==> src/rtl/mult_arbiter.sv <==
// mult_arbiter: round-robin sharing of one external 32x32 signed multiplier between two requesters.
// Latency: rsp_valid rises MUL_LAT edges after accept; backpressure: result held until rsp_ready, no accept until then.
// Optional macro MULT_ARB_HILO_EN adds architectural hi_q/lo_q registers loaded on each response handshake.
module mult_arbiter #(
    parameter int MUL_LAT = 2   // multiplier settle cycles, legal range 1..15
) (
    input  logic        clk,
    input  logic        rst,
    input  logic        req0_valid,
    output logic        req0_ready,
    input  logic [31:0] req0_a,
    input  logic [31:0] req0_b,
    input  logic        req1_valid,
    output logic        req1_ready,
    input  logic [31:0] req1_a,
    input  logic [31:0] req1_b,
    output logic [31:0] mul_a,
    output logic [31:0] mul_b,
    input  logic [31:0] mul_low,
    input  logic [31:0] mul_high,
    output logic        rsp_valid,
    input  logic        rsp_ready,
    output logic        rsp_id,
    output logic [31:0] rsp_low,
    output logic [31:0] rsp_high,
    output logic        busy
`ifdef MULT_ARB_HILO_EN
    ,
    output logic [31:0] hi_q,
    output logic [31:0] lo_q
`endif
);

    typedef enum logic [1:0] {IDLE, BUSY, DONE} state_t;

    state_t     state;
    logic [3:0] counter;
    logic       rr_ptr;
    logic       owner;
    logic       grant;
    logic       accept;

    // rr_ptr only breaks ties; a lone requester always wins
    always_comb begin
        grant = 1'b0;
        if (req0_valid && req1_valid)
            grant = rr_ptr;
        else if (req1_valid)
            grant = 1'b1;
    end

    assign req0_ready = !rst && (state == IDLE) && req0_valid && !grant;
    assign req1_ready = !rst && (state == IDLE) && req1_valid && grant;
    assign accept     = req0_ready || req1_ready;
    assign busy       = (state != IDLE);

    always_ff @(posedge clk) begin
        if (rst) begin
            state     <= IDLE;
            counter   <= 4'd0;
            rr_ptr    <= 1'b0;
            owner     <= 1'b0;
            mul_a     <= 32'd0;
            mul_b     <= 32'd0;
            rsp_valid <= 1'b0;
            rsp_id    <= 1'b0;
            rsp_low   <= 32'd0;
            rsp_high  <= 32'd0;
        end else begin
            case (state)
                IDLE: begin
                    if (accept) begin
                        mul_a   <= grant ? req1_a : req0_a;
                        mul_b   <= grant ? req1_b : req0_b;
                        owner   <= grant;
                        rr_ptr  <= ~grant;
                        counter <= 4'(MUL_LAT - 1);
                        state   <= BUSY;
                    end
                end
                BUSY: begin
                    // operands have been stable for MUL_LAT cycles when counter reaches 0
                    if (counter == 4'd0) begin
                        rsp_low   <= mul_low;
                        rsp_high  <= mul_high;
                        rsp_id    <= owner;
                        rsp_valid <= 1'b1;
                        state     <= DONE;
                    end else begin
                        counter <= counter - 4'd1;
                    end
                end
                DONE: begin
                    if (rsp_valid && rsp_ready) begin
                        rsp_valid <= 1'b0;
                        state     <= IDLE;
                    end
                end
                default: state <= IDLE;
            endcase
        end
    end

`ifdef MULT_ARB_HILO_EN
    always_ff @(posedge clk) begin
        if (rst) begin
            hi_q <= 32'd0;
            lo_q <= 32'd0;
        end else if (rsp_valid && rsp_ready) begin
            hi_q <= rsp_high;
            lo_q <= rsp_low;
        end
    end
`endif

endmodule

==> config.mk <==
export PLATFORM = sky130hd
export DESIGN_NAME = mult_arbiter
export DESIGN_NICKNAME = d
export VERILOG_FILES = /design/src/rtl/mult_arbiter.sv
export SDC_FILE = /design/constraint.sdc
export NUM_CORES = 1
export LEC_CHECK = 0
export BUFFER_PORTS_ARGS = -buffer_cell sky130_fd_sc_hd__buf_4
export CAP_MARGIN = 20
export CORE_AREA = 3 3 127 129
export CTS_CLUSTER_SIZE = 28
export DETAILED_ROUTE_END_ITERATION = 16
export DIE_AREA = 0 0 130 132
export GPL_ROUTABILITY_DRIVEN = 0
export PLACE_DENSITY = 0.77
export SLEW_MARGIN = 20
export SYNTH_ARGS = -nofsm -noshare
export SYNTH_HDL_FRONTEND = slang
export SYNTH_SLANG_ARGS = --single-unit
==> constraint.sdc <==
create_clock -name clk -period 2.23 [get_ports clk]
set_clock_uncertainty 0.2 [all_clocks]
set_input_delay 0.5575 -clock clk [delete_from_list [all_inputs] [get_ports clk]]
set_output_delay 0.5575 -clock clk [all_outputs]
set_load 0.005 [all_outputs]
==> results.ini <==
[setup_path]
critPathSlowestCell = or3b_4
cp.required_ns = 1.47
startpoint_type = flop
arrival_ns = 1.48
r2r_setup_slack_ns = 0.16
cp_cell_sequence = or3b_4, a211oi_4, buf_6
critPathKind = reg2out
crit_fanout = 2
end_kind = output pin
slowest_delay_ns = 0.41

[route]
ant_nets = 0
dr.pass1.iters = 4
wl_per_cell_um = 18.0
drc = 0
routed_wl_mm = 19.4
viasPerCell = 5.19
vias = 5574
drtIter0Drc = 292

[hold_path]
hp-class = in2reg

[run]
cap_violations = 0

[clock_tree]
clock_latency_ns = 0.41
cts.sinks = 138
cts_buffers = 17
htreeDepth = 4
clk_pin_slew_ns = 0.06
clock_path_buffers = 2
clockRootBuffer = clkbuf_16
cts_tree = yes

[timing]
slew_headroom_pct = 50.3
worstMarginPinSlew_ns = 0.746
setup_ws_ns = -0.00643
finalSetupTns_ns = -0.00643
fmax_mhz = 447
whs_ns = 0.163
rsz0062_at_grt = yes
hold_viol_final = 0
fin_crit_sh_pct = 100
final_max_slew_viol_count = 0
final.min_clock_period_ns = 2.24
finalSetupViolations = 1

[power]
p_leak_nw = 4.05
clkPwrFrac_pct = 40.0
power_density_nw_per_um2 = 848
p_total_mw = 7.92
power.switching_mw = 2.05
p_comb_share_pct = 22.5
p_int_mw = 5.86
peakVddDrop_mv = 0.463
power.share.sequential_pct = 37.5
switching_share_pct = 25.9

[cells_and_area]
area_growth_pct = 54.7
drive_gt1_share_pct = 44.0
nNetsFinal = 1072
stdcell_count = 1075
utilization_pct = 61.6

[die]
io_pins = 330
rows = 45
dieWidth_um = 130
dieArea_um2 = 17200
die_height_um = 132
start_util_pct = 39.8
coreArea_um2 = 15100

[synthesis]
avgSynthCellArea_um2 = 10.7
synthTopCellsByCount = dfxtp_1, nand2b_1, mux2i_1, a221o_1, nor4b_1
synth_edf_count = 0
ys_types = 34
seq_area_frac_synth_pct = 45.8
synth_cells = 564
synth_largest_area_cell = dfxtp_1
synth.most_common_cell = dfxtp_1
syn_area_um2 = 6030
syn-num-nets = 763
ys_top_cells_by_area = dfxtp_1, nand2b_1, mux2i_1, a221o_1, nor4b_1
synth-main-ff-cell = dfxtp_1
async_reset_ff_share_pct = 0
yosysTopAreaCellShare_pct = 45.8
synth_seq_cells = 138
yosysWarnings = 0

[run_status]
status = finished with violations
violations = negative setup slack

[global_routing]
grt_overflow = 0
antenna_found_initial = 1
grt_usage_pct = 21.4
grt_max_degree = 114
first_global_vias = 5544
grt_pass1_wl_mm = 29.2

[placed_design]
numPlacedInstances = 1040
dp_hpwl_mm = 13.7
io_buffers = 329

==> flip-flops by register name, indices dropped and copies added (netlist names) <==
name	count
counter	4
mul_a	32
mul_b	32
owner	1
rr_ptr	1
rsp_high	32
rsp_id	1
rsp_low	32
rsp_valid	1
state	2
==> area by class of cell <==
| class | instances | area, um^2 |
|---|---|---|
| Multi-Input combinational cell | 365 | 2990 |
| Antenna cell | 1 | 2.50 |
| Tap cell | 188 | 235 |
| Sequential cell | 138 | 2760 |
| Clock buffer | 19 | 453 |
| Inverter | 4 | 15.0 |
| Timing Repair Buffer | 347 | 2660 |
| Clock inverter | 13 | 213 |
| Fill cell | 1314 | 5810 |
==> placed cells by master, fill, tap and decap left out, types with 5 or more instances in the layout <==
| cell | synthesis | routed |
|---|---|---|
| a21oi_1 | 5 | 5 |
| a221o_1 | 64 | 64 |
| buf_4 | 10 | 341 |
| bufinv_16 | 0 | 5 |
| clkbuf_16 | 0 | 17 |
| dfxtp_1 | 138 | 137 |
| mux2i_1 | 65 | 65 |
| nand2b_1 | 132 | 132 |
| nor4b_1 | 63 | 63 |
==> final timing paths <==
check	from	depth (start not counted)	to
setup / recovery	state[1]	3	req0_ready
hold / removal	req0_b[29]	2	mul_b[29]
setup reg to reg	state[1]	5	mul_b[2]
hold reg to reg	rsp_low[17]	2	rsp_low[17]
==> layer usage <==
metal / part of all wire (%) / global-route usage [%] / vias up
met5: 0 / 0 / -
met4: 1.8 / 7.45 / 0
met3: 9.9 / 8.51 / 28
met2: 48 / 35.0 / 252
met1: 40 / 25.4 / 2592
li1: - / - / 2702
==> critical path: cells and delay by family (launching register included) <==
kind	cells	cell delay, ns
flip-flops	1	0.31
buffers and inverters	1	0.15
AND/OR/NAND/NOR	1	0.41
AO/OA/AOI/OAI	1	0.21
==> through the flow <==
step / area (um^2) / setup slack, ns
floorplan: 6030 / 0.129
global placement: 8640 / -0.0355
detailed placement: 8640 / -0.0720
CTS: 9330 / -0.0792
global route: 9340 / -0.0746
finish: 9340 / -0.00643
==> cells by family (layout without fill, tap and decap cells) <==
kind of cell	count (synthesis)	after routing	synth area share, %
AO/OA/AOI/OAI	80	80	12.5
adder cells (fa/ha/maj)	2	2	0.415
buffers and inverters	61	383	5.25
flip-flops	138	138	45.8
multiplexers	65	65	10.8
other	0	1	0
AND/OR/NAND/NOR	218	218	25.3
==> power groups by stage <==
stage	Clock, mW	Sequential [mW]	Combinational (mW)
3_3_place_gp	0	3.01	1.77
5_1_grt	3.33	3.00	1.94
4_1_cts	3.23	2.96	1.80
2_1_floorplan	0	3.01	0.832
3_5_place_dp	0	3.01	1.78
6_report	3.17	2.97	1.78
==> what timing repair did <==
action,4_1_cts,5_1_grt
setup endpoints to repair,2,4
pin swaps,4,2
hold buffers,0,0
gates resized for setup,3,2
buffers inserted,2,0
Note: power is estimated with default switching activity, not from simulation.
